$ cat src/rtl/imem_pkg.sv
// Shared types and constants for the instruction-memory byte-stream loader.
package imem_pkg;

    localparam int unsigned BYTE_W = 8;

    typedef enum logic [2:0] {
        IDLE,
        LEN,
        HI,
        LO,
        CSUM
    } state_t;

endpackage

$ cat src/rtl/imem_loader.sv
// Byte-stream loader: length byte, N big-endian 16-bit words, XOR checksum byte.
// Each assembled word is written straight into the instruction memory's write port.
module imem_loader
    import imem_pkg::*;
#(
    parameter int unsigned ADDR_W = 5,
    parameter int unsigned DATA_W = 16
) (
    input  logic              clk,
    input  logic              reset,
    input  logic              start,
    input  logic              in_valid,
    input  logic [BYTE_W-1:0] in_data,
    output logic              in_ready,
    output logic              wr_en,
    output logic [ADDR_W-1:0] wr_addr,
    output logic [DATA_W-1:0] wr_data,
    output logic              busy,
    output logic              done,
    output logic              err,
    output logic [ADDR_W:0]   word_count
);

    localparam int unsigned CNT_W     = ADDR_W + 1;
    localparam int unsigned MAX_WORDS = 2 ** ADDR_W;

    state_t              state;
    logic [ADDR_W-1:0]   addr;
    logic [CNT_W-1:0]    n_words;
    logic [BYTE_W-1:0]   csum;
    logic                take;

    assign take = in_valid && in_ready;

    // in_ready and busy are registered alongside the state they describe.
    always_ff @(posedge clk) begin
        if (!reset) begin
            state      <= IDLE;
            in_ready   <= 1'b0;
            wr_en      <= 1'b0;
            wr_addr    <= '0;
            wr_data    <= '0;
            busy       <= 1'b0;
            done       <= 1'b0;
            err        <= 1'b0;
            word_count <= '0;
            addr       <= '0;
            n_words    <= '0;
            csum       <= '0;
        end else begin
            wr_en <= 1'b0;
            case (state)
                IDLE: begin
                    if (start) begin
                        state      <= LEN;
                        in_ready   <= 1'b1;
                        busy       <= 1'b1;
                        done       <= 1'b0;
                        err        <= 1'b0;
                        word_count <= '0;
                        addr       <= '0;
                        csum       <= '0;
                    end
                end
                LEN: begin
                    if (take) begin
                        if (in_data == '0 || 32'(in_data) > MAX_WORDS) begin
                            err      <= 1'b1;
                            state    <= IDLE;
                            in_ready <= 1'b0;
                            busy     <= 1'b0;
                        end else begin
                            n_words <= CNT_W'(in_data);
                            state   <= HI;
                        end
                    end
                end
                HI: begin
                    if (take) begin
                        wr_data[DATA_W-1 -: BYTE_W] <= in_data;
                        csum  <= csum ^ in_data;
                        state <= LO;
                    end
                end
                LO: begin
                    if (take) begin
                        wr_data[BYTE_W-1:0] <= in_data;
                        csum       <= csum ^ in_data;
                        wr_en      <= 1'b1;
                        wr_addr    <= addr;
                        addr       <= addr + ADDR_W'(1);
                        word_count <= word_count + CNT_W'(1);
                        // The counter never wraps into a second pass: the last word always leads to CSUM.
                        state      <= (word_count + CNT_W'(1) == n_words) ? CSUM : HI;
                    end
                end
                CSUM: begin
                    if (take) begin
                        if (in_data == csum) begin
                            done <= 1'b1;
                        end else begin
                            err <= 1'b1;
                        end
                        state    <= IDLE;
                        in_ready <= 1'b0;
                        busy     <= 1'b0;
                    end
                end
                default: begin
                    state    <= IDLE;
                    in_ready <= 1'b0;
                    busy     <= 1'b0;
                end
            endcase
        end
    end

endmodule

$ cat config.mk
export PLATFORM = sky130hd
export DESIGN_NAME = imem_loader
export DESIGN_NICKNAME = d
export VERILOG_FILES = /design/src/rtl/imem_pkg.sv /design/src/rtl/imem_loader.sv
export SDC_FILE = /design/constraint.sdc
export NUM_CORES = 1
export LEC_CHECK = 0
export ABC_AREA = 0
export CAP_MARGIN = 20
export CORE_AREA = 8 8 120 78
export DETAILED_ROUTE_END_ITERATION = 10
export DIE_AREA = 0 0 128 86
export MAX_ROUTING_LAYER = met4
export PLACE_DENSITY = 0.59
export RECOVER_POWER = 100
export REMOVE_ABC_BUFFERS = 1
export SLEW_MARGIN = 5
export SYNTH_ARGS = -nofsm -noshare
export SYNTH_HDL_FRONTEND = slang
export SYNTH_SLANG_ARGS = --single-unit
$ cat constraint.sdc
create_clock -name clk -period 1.85 [get_ports clk]
set_clock_uncertainty 0.2 [all_clocks]
set_input_delay 0.37 -clock clk [delete_from_list [all_inputs] [get_ports clk]]
set_output_delay 0.37 -clock clk [all_outputs]
set_load 0.02 [all_outputs]
==> impl_metrics.py, run 1 <==
metrics = {
    "yosys": {
        "synth.distinct_cells": 43,
        "ys_warn_count": 0,
        "synth_compound_area_share_pct": 17.2,
        "postSynth.topFlopCell": "dfxtp_1",
        "ys_seq_area_share_pct": 41.3,
        "syn_inst": 298,
        "synth-edff-count": 0,
        "synth_area_mm2": 0.00257,
        "async_reset_ff_share_pct": 0,
        "synth_top_family_by_area": "simple AND/OR/NAND/NOR gates",
        "avgSynthCellArea_um2": 8.62,
        "synthXorXnorAreaFrac_pct": 5.11,
        "yosys.area_share.simple_pct": 25.6,
        "synthAdderAreaFrac_pct": 0.974,
        "synth-seq-cells": 53,
        "synth.area.mux_share_pct": 5.46,
    },
    "sta": {
        "period_minus_slack_ns": 1.85,
        "fmax_ghz": 0.541,
        "maxSlewViolCount": 0,
        "fin_crit_sh_pct": 99.8,
        "rsz0062_at_grt": "true",
        "tightestPinTransition_ns": 0.362,
        "finalHoldViolCount": 0,
        "relSlewSlack_pct": 75.6,
        "setup_viol": 0,
        "hold_ws_ns": 0.263,
        "setup_tns_ns": 0,
    },
    "clock_network": {
        "cts.sink_count": 53,
        "root_buffer": "clkbuf_16",
        "numCtsBuffers": 5,
        "path_clk_slew_ns": 0.07,
        "clkLatencyLatePin_ns": 0.29,
        "cts_tree": "done",
        "cts_max_level": 2,
        "clk_path_buf_depth": 2,
    },
    "detailed_routing": {
        "route.vias.total": 2328,
        "wl_per_cell_um": 14.2,
        "dr.pass1.iters": 4,
        "ant_nets": 0,
        "viasPerCell": 4.80,
        "drt_iter0_drc": 135,
        "drt_wl_total_um": 6880,
        "drc": 0,
    },
    "die": {
        "ioPinCount": 44,
        "die_h_um": 86,
        "dieArea_mm2": 0.0110,
        "die_w_um": 128,
        "rows": 25,
        "initial_core_util_pct": 33.9,
        "core-area_mm2": 0.00757,
    },
    "worst_setup_path": {
        "r2r_end": "addr[4]$_SDFFE_PN0P_",
        "required_ns": 1.83,
        "cp-endpoint": "n_words[1]$_SDFFE_PN0P_",
        "worst-setup-path-type": "in -> reg",
        "crit_arrival_ns": 1.83,
        "r2r_cells": 6,
        "path_max_fanout": 6,
        "start_kind": "primary input",
        "worstReg2RegStart": "state[0]$_SDFFE_PN0P_",
        "worst-r2r-setup-slack_ns": 0.04,
        "cp-end-kind": "flip-flop",
        "crit_start": "in_data[0]",
    },
    "final_layout": {
        "area_growth_pct": 36.7,
        "multi_input_area_mm2": 0.00143,
        "finalNetCount": 390,
        "seq_area_mm2": 0.00107,
        "final_common_cell": "dfxtp_1",
        "layout_common_cells": "dfxtp_1 (49), nand2_1 (46), buf_4 (43), a21boi_0 (27), o21ai_0 (16)",
        "postLayoutCellArea_mm2": 0.00351,
        "drive_gt1_share_pct": 19.4,
        "fill_cells": 780,
        "n_antenna_cell": 0,
    },
    "power": {
        "p_total_uw": 2420,
        "worst_ir_drop_vdd_mv": 0.370,
        "p_leak_uw": 0.00135,
        "power_density_mw_per_mm2": 688,
    },
    "global_route": {
        "antenna_found_initial": 0,
        "grt-ovfl-total": 0,
        "track_usage_pct": 13.1,
        "grt_max_degree": 18,
        "grt_pass1_vias": 2254,
        "grt_pass1_wl_um": 11400,
    },
    "hold_path": {
        "hold_class": "reg -> reg",
    },
    "placement": {
        "dpl_cell_area_mm2": 0.00337,
        "place.gp.congestion": 0.865,
        "post-dp-hpwl_um": 5030,
        "portBuffers": 43,
    },
    "run": {
        "cap_violations": 0,
    },
    "outcome": {
        "status": "complete, no violations",
    },
}
-- stage by stage --
stage	util, %	std cells	worst slack (ns)
after CTS	47.3	485	0.00291
after global routing	46.4	485	-0.0580
after detailed placement	44.5	474	-0.791
final	46.4	485	0.00290
after global placement	44.5	474	-0.766
after floorplan	-	280	-0.269
-- final cells by class --
cell class	count	share of cell area [%]
Multi-Input combinational cell	221	40.8
Sequential cell	53	30.4
Timing Repair Buffer	89	19.9
Clock buffer	7	4.35
Tap cell	108	3.85
Inverter	6	0.641
Clock inverter	1	0.143
-- state kept, by name (all words and copies together), names as in the netlist --
name        count
busy            1
word_count      6
done            1
csum            8
wr_data        16
wr_en           1
err             1
wr_addr         5
n_words         6
state           3
addr            5
-- timing repair --
item | CTS | global route
gates resized for setup | 46 | 15
hold endpoints to repair | 0 | 0
cloned | 1 | 0
endpoints found under the setup margin | 40 | 38
buffers inserted | 2 | 0
pin swaps | 11 | 6
hold buffers | 0 | 0
-- power breakdown --
part	switching, uW	total [uW]	internal [uW]
sequential	13.5	1160	1150
combinational	136	257	122
clock	419	993	574
total	568	2420	1850
-- metal layers --
layer,track usage [%],vias to the layer above,part of all wire [%]
met4,2.90,0,1.0
met2,18.5,57,39
met5,-,-,0
met1,18.4,1083,56
li1,-,1179,-
met3,3.10,9,4.5
-- how the worst min path moves through the flow --
stage | from | end | slack [ns] | cells past startpoint
detailed placement | wr_addr[1]$_SDFFE_PN0P_ | wr_addr[1]$_SDFFE_PN0P_ | 0.26 | 2
global route | wr_addr[2]$_SDFFE_PN0P_ | wr_addr[2]$_SDFFE_PN0P_ | 0.29 | 2
floorplan | csum[1]$_SDFFE_PN0P_ | csum[1]$_SDFFE_PN0P_ | 0.25 | 2
CTS | wr_addr[1]$_SDFFE_PN0P_ | wr_addr[1]$_SDFFE_PN0P_ | 0.27 | 2
global placement | wr_addr[2]$_SDFFE_PN0P_ | wr_addr[2]$_SDFFE_PN0P_ | 0.25 | 2
finish | wr_addr[2]$_SDFFE_PN0P_ | wr_addr[2]$_SDFFE_PN0P_ | 0.26 | 2
-- worst max-delay path: stages --
cell and delay (ns):
buf_6 0.10, or4_4 0.54, nand4bb_4 0.23, a21oi_4 0.30
mux2i_1 0.22, nor2b_1 0.06
-- cell families (layout without fill, tap and decap cells) --
group           Yosys count  in the layout
flops                    53             53
mux                      14             14
xor+xnor                 15             15
fa+ha+maj                 2              2
buf+inv                  24            103
compound gates           65             65
simple gates            125            125
-- synth_stat cells (3+ instances only) --
master / number / area (um^2)
a21boi_0: 27 / 203
o21ai_0: 16 / 80.1
nor2_1: 10 / 37.5
nand3b_1: 5 / 37.5
clkbuf_1: 13 / 48.8
nand3_1: 11 / 55.1
xor2_1: 5 / 43.8
nand2_1: 46 / 173
inv_1: 6 / 22.5
nand2b_1: 8 / 50.1
and2_1: 3 / 18.8
dfxtp_1: 53 / 1060
nor2b_1: 15 / 93.8
nor3_1: 8 / 40.0
a21oi_1: 6 / 30.0
mux2i_1: 14 / 140
or3_1: 3 / 18.8
o21a_1: 3 / 22.5
xnor2_1: 10 / 87.6
nand4_1: 5 / 31.3
Power figures use the tool's default switching activity.
==> run 2, diff against run 1 <==
--- a/config.mk
+++ b/config.mk
@@ -7,11 +7,12 @@
 export LEC_CHECK = 0
 export ABC_AREA = 0
 export CAP_MARGIN = 20
-export CORE_AREA = 8 8 120 78
+export CORE_AREA = 8 8 122 79
 export DETAILED_ROUTE_END_ITERATION = 10
-export DIE_AREA = 0 0 128 86
+export DIE_AREA = 0 0 130 87
+export DONT_BUFFER_PORTS = 1
 export MAX_ROUTING_LAYER = met4
-export PLACE_DENSITY = 0.59
+export PLACE_DENSITY = 0.5
 export RECOVER_POWER = 100
 export REMOVE_ABC_BUFFERS = 1
 export SLEW_MARGIN = 5
==> run 2 against run 1 <==
Compared with the run above: clock power shrank 6.2%; flip-flop and latch count is the same; cell area shrank 9.8%; die area grew 2.7%; count of clock-buffer cells in the layout shrank 1; maximum frequency grew 2.0%; non-clock buffer count shrank 49; wire length grew 0.31%.
==> impl_metrics.py, run 2 (synthesis results as in run 1) <==
metrics = {
    "outcome": {
        "status": "complete, no violations",
    },
    "global_route": {
        "grt-ovfl-total": 0,
        "grt_max_degree": 48,
        "grt_pass1_vias": 2038,
        "grt_pass1_wl_um": 11200,
        "antenna_found_initial": 0,
        "track_usage_pct": 13.1,
    },
    "worst_setup_path": {
        "cpMaxStageDelayCell": "or3_1",
        "required_ns": 1.85,
        "cp_cell_sequence": "ha_4, and3b_1, or3_1, a31oi_2, nor3_2, o41ai_2",
        "worst-setup-path-type": "reg -> reg",
        "cp_num_buf_inv": 0,
        "start_kind": "flip-flop",
        "crit_arrival_ns": 1.81,
        "path_max_fanout": 3,
        "cp_top_family": "simple AND/OR/NAND/NOR gates",
        "max_stage_delay_ns": 0.35,
        "cp-end-kind": "flip-flop",
    },
    "detailed_routing": {
        "drt_iter0_drc": 200,
        "drt_wl_total_um": 6900,
        "wl_per_cell_um": 15.7,
        "drc": 0,
        "dr.pass1.iters": 4,
        "route.vias.total": 2159,
        "viasPerCell": 4.91,
        "ant_nets": 0,
    },
    "sta": {
        "period_minus_slack_ns": 1.81,
        "fmax_ghz": 0.552,
        "hold_ws_ns": 0.00855,
        "finalHoldViolCount": 0,
        "relSlewSlack_pct": 76.8,
        "setup_viol": 0,
        "rsz0062_at_grt": "true",
        "tightestPinTransition_ns": 0.345,
        "maxSlewViolCount": 0,
        "setup_tns_ns": 0,
        "fin_crit_sh_pct": 97.9,
    },
    "placement": {
        "post-dp-hpwl_um": 4920,
        "place.gp.congestion": 0.804,
        "dp_cells": 426,
        "portBuffers": 0,
    },
    "final_layout": {
        "final_common_cell": "dfxtp_1",
        "top_register": "wr_data",
        "final_cells": 440,
        "layout_common_cells": "dfxtp_1 (49), nand2_1 (46), buf_4 (35), a21boi_0 (27), o21ai_0 (16)",
        "area_growth_pct": 23.2,
        "largest_register_ffs": 16,
        "n_antenna_cell": 0,
        "drive_gt1_share_pct": 20.1,
        "finalNetCount": 341,
        "reg_top3": "wr_data: 16 flops, csum: 8 flops",
    },
    "power": {
        "p_total_uw": 2290,
        "p_switching_uw": 538,
        "worst_ir_drop_vdd_mv": 0.520,
        "p_seq_share_pct": 50.9,
        "p_clk_share_pct": 40.7,
        "p_leak_uw": 0.00112,
        "power_density_mw_per_mm2": 722,
        "switching_share_pct": 23.5,
        "p_int_uw": 1750,
        "combPwrFrac_pct": 8.4,
    },
    "die": {
        "initial_core_util_pct": 32.0,
        "core-area_mm2": 0.00804,
        "ioPinCount": 44,
        "die_w_um": 130,
        "die_h_um": 87,
        "dieArea_mm2": 0.0113,
        "rows": 26,
    },
    "hold_path": {
        "hold_class": "in -> reg",
    },
    "clock_network": {
        "path_clk_slew_ns": 0.07,
        "clkLatencyLatePin_ns": 0.29,
        "root_buffer": "clkbuf_16",
        "numCtsBuffers": 5,
        "cts_tree": "done",
        "cts_max_level": 2,
        "clk_path_buf_depth": 2,
        "cts.sink_count": 53,
    },
    "run": {
        "cap_violations": 0,
    },
}
==> run 2: changes by cell type in the layout (fill, tap and decap cells not counted), sizes merged, moves of 2 or more <==
cell	before	now
clkdlybuf4s50	14	0
dlygate4sd2	13	0
buf	49	38
clkbuf	17	7
clkdlybuf4s15	2	0
clkinvlp	0	2
==> run 2: stage by stage <==
stage	utilization [%]	worst slack [ns]	area (um^2)
4_1_cts	38.2	0.0110	3070
3_3_place_gp	35.8	-0.229	2880
6_report	39.4	0.0396	3170
3_5_place_dp	35.8	-0.265	2880
5_1_grt	39.4	-0.0350	3170
2_1_floorplan	-	-0.269	2480
==> run 2: path summary, 6_finish.rpt <==
check                                  start                        to  slack [ns]  cells after the start
setup reg to reg  word_count[0]$_SDFFE_PN0P_     state[1]$_SDFFE_PN0P_        0.04                      6
setup / recovery  word_count[0]$_SDFFE_PN0P_     state[1]$_SDFFE_PN0P_        0.04                      6
hold reg to reg         csum[3]$_SDFFE_PN0P_      csum[3]$_SDFFE_PN0P_        0.28                      2
hold / removal                         reset  wr_data[10]$_SDFFE_PN0P_       0.009                      1
==> run 2: layout make-up <==
class	count	area [um^2]
clock inverter	2	15.0
clock buffer	6	129
timing repair buffer	40	304
multi-input combinational	221	1480
sequential	53	1070
inverter	6	22.5
fill	834	4870
tap	112	140
==> run 2: worst reg2reg max path: cells and delay by family (launching register included) <==
family                     cells  cell delay, ns
and+or+nand+nor                3            0.58
adders and majority gates      1            0.17
DFF                            1            0.34
AOI/OAI and AO/OA              2            0.43
==> run 2: power groups by stage <==
stage          logic, uW  clock network (uW)  registers (uW)
2_1_floorplan       86.6                   0            1200
3_3_place_gp         166                   0            1190
3_5_place_dp         165                   0            1190
4_1_cts              184                 966            1160
5_1_grt              211                1030            1170
6_report             192                 931            1160
==> run 2: repair_timing <==
action | in CTS | in global routing
endpoints found under the setup margin | 10 | 27
cloned | 1 | 0
resized for setup | 6 | 20
hold endpoints to repair | 3 | 0
setup buffers | 1 | 3
pin swaps | 1 | 4
hold buffers | 1 | 0
==> run 2: metal layers <==
| layer | global-route usage [%] | routed length, um |
|---|---|---|
| met3 | 4.71 | 572 |
| met5 | - | 0 |
| met2 | 17.9 | 2790 |
| met4 | 2.20 | 32 |
| met1 | 18.1 | 3510 |
==> run 3, diff against run 2 <==
--- a/config.mk
+++ b/config.mk
@@ -7,12 +7,12 @@
 export LEC_CHECK = 0
 export ABC_AREA = 0
 export CAP_MARGIN = 20
-export CORE_AREA = 8 8 122 79
+export CORE_AREA = 8 8 113 74
 export DETAILED_ROUTE_END_ITERATION = 10
-export DIE_AREA = 0 0 130 87
+export DIE_AREA = 0 0 121 82
 export DONT_BUFFER_PORTS = 1
 export MAX_ROUTING_LAYER = met4
-export PLACE_DENSITY = 0.5
+export PLACE_DENSITY_LB_ADDON = 0.2
 export RECOVER_POWER = 100
 export REMOVE_ABC_BUFFERS = 1
 export SLEW_MARGIN = 5
==> run 3 against run 2 <==
Compared with the run above: total power decreased by 3.4%; register-to-register slack about the same; critical path depth increased by 2; combinational power increased by 17%; global-route usage increased by 1.7 points; critical endpoint is now state[2]$_SDFFE_PN0P_; largest cell class unchanged.
==> impl_metrics.py, run 3 (synthesis results as in run 1) <==
metrics = {
    "outcome": {
        "status": "complete, no violations",
    },
    "power": {
        "p_leak_uw": 0.00114,
        "worst_ir_drop_vdd_mv": 0.342,
        "power_density_mw_per_mm2": 693,
    },
    "final_layout": {
        "fill_cells": 673,
        "reg_top3": "wr_data: 16 flops, csum: 8 flops",
        "top_register": "wr_data",
        "drive_gt1_share_pct": 19.0,
        "layout_common_cells": "dfxtp_1 (48), nand2_1 (46), buf_4 (29), a21boi_0 (27), o21ai_0 (16)",
        "finalNetCount": 349,
        "largest_register_ffs": 16,
        "multi_input_area_mm2": 0.00147,
        "seq_area_mm2": 0.00107,
        "n_antenna_cell": 0,
        "final_common_cell": "dfxtp_1",
        "area_growth_pct": 24.1,
    },
    "sta": {
        "timing.final.ws_setup_ns": 0.0425,
        "maxSlewViolCount": 0,
        "setup_tns_ns": 0,
        "fin_crit_sh_pct": 97.7,
        "period_minus_slack_ns": 1.81,
        "setup_viol": 0,
        "relSlewSlack_pct": 77.3,
        "finalHoldViolCount": 0,
        "fmax_ghz": 0.553,
        "tightestPinTransition_ns": 0.340,
    },
    "clock_network": {
        "cts_tree": "done",
        "clk_path_buf_depth": 2,
        "clkLatencyLatePin_ns": 0.32,
        "numCtsBuffers": 5,
        "path_clk_slew_ns": 0.10,
        "cts_max_level": 2,
        "cts.sink_count": 53,
        "root_buffer": "clkbuf_8",
    },
    "detailed_routing": {
        "dr.pass1.iters": 4,
        "drt_wl_total_um": 7090,
        "viasPerCell": 5.17,
        "wl_per_cell_um": 16.6,
        "drc": 0,
        "ant_nets": 0,
        "drt_iter0_drc": 142,
        "route.vias.total": 2207,
    },
    "die": {
        "initial_core_util_pct": 37.7,
        "die_w_um": 121,
        "core-area_mm2": 0.00682,
        "ioPinCount": 44,
        "die_h_um": 82,
        "dieArea_mm2": 0.00992,
        "rows": 24,
    },
    "hold_path": {
        "hold_path.startpoint": "in_data[0]",
        "hold_class": "in -> reg",
    },
    "worst_setup_path": {
        "worst-setup-path-type": "reg -> reg",
        "r2r_end": "state[2]$_SDFFE_PN0P_",
        "cp-end-kind": "flip-flop",
        "start_kind": "flip-flop",
        "crit_start": "word_count[1]$_SDFFE_PN0P_",
        "r2r_cells": 8,
        "path_max_fanout": 3,
        "cp-endpoint": "state[2]$_SDFFE_PN0P_",
        "crit_arrival_ns": 1.87,
        "worst-r2r-setup-slack_ns": 0.04,
        "required_ns": 1.92,
        "worstReg2RegStart": "word_count[1]$_SDFFE_PN0P_",
    },
    "placement": {
        "post-dp-hpwl_um": 4650,
        "dp_slack_ns": -0.275,
        "portBuffers": 0,
        "place.gp.congestion": 0.861,
    },
    "run": {
        "cap_violations": 0,
    },
    "global_route": {
        "antenna_found_initial": 0,
        "track_usage_pct": 14.8,
        "grt_pass1_vias": 2082,
        "grt-ovfl-total": 0,
        "grt_max_degree": 44,
        "grt_pass1_wl_um": 11100,
    },
}
## run 3: cell count changes in the layout (fill, tap and decap cells not counted), moves of 2 or more
cell and delta:
buf_12 +2, buf_4 -6, clkbuf_1 +2, clkbuf_16 -5, clkbuf_8 +5, clkinvlp_4 -2, dfxtp_2 +3, dfxtp_4 -2
dlygate4sd3_1 +9
## run 3: routing by layer
metal	routed length (um)	global-route usage [%]	up-vias
met5	0	-	-
met4	70	4.09	0
met3	678	4.87	8
met2	2720	20.3	73
met1	3620	20.0	1026
li1	-	-	1100
## run 3: report_power, final
group / switching [uW] / total, uW / internal [uW]
clock: 412 / 820 / 407
sequential: 14.6 / 1170 / 1150
combinational: 114 / 224 / 110
## run 3: worst min path at each step
stage,cells past startpoint,endpoint
floorplan,2,csum[1]$_SDFFE_PN0P_
global route,2,wr_data[10]$_SDFFE_PN0P_
finish,2,csum[0]$_SDFFE_PN0P_
CTS,2,wr_data[10]$_SDFFE_PN0P_
detailed placement,2,csum[2]$_SDFFE_PN0P_
global placement,2,csum[4]$_SDFFE_PN0P_
## run 3: area by class of cell
| cell class | instances | area share (%) |
|---|---|---|
| Clock buffer | 6 | 2.28 |
| Clock inverter | 2 | 1.22 |
| Inverter | 6 | 0.707 |
| Multi-Input combinational cell | 221 | 46.1 |
| Sequential cell | 53 | 33.5 |
| Tap cell | 91 | 3.57 |
| Timing Repair Buffer | 48 | 12.6 |
## run 3: metrics by stage
step           total power [uW]  cell area, um^2  hold slack [ns]  utilization [%]  std cells
5_1_grt                    2310             3190          0.00181             46.8        427
3_5_place_dp               1350             2850            0.264             41.8        403
6_report                   2210             3190           0.0156             46.8        427
4_1_cts                    2210             3110          0.00444             45.6        423
3_3_place_gp               1350             2850            0.262             41.8        403
2_1_floorplan              1290             2480            0.249                -        280
## run 3: critical path, cell delays in order, from the launching register on
cell and delay (ns):
dfxtp_2 0.37, ha_4 0.14, buf_6 0.09, buf_4 0.10
nand3_1 0.13, nor3_2 0.21, a31oi_1 0.08, nor3_2 0.26
a22o_1 0.19
## run 3: timing repair
action,CTS,global route
cloned,0,1
endpoints found under the setup margin,2,23
gates resized for setup,7,16
hold endpoints to repair,43,1
hold buffers,10,1
setup buffers,2,2
pin swaps,5,5
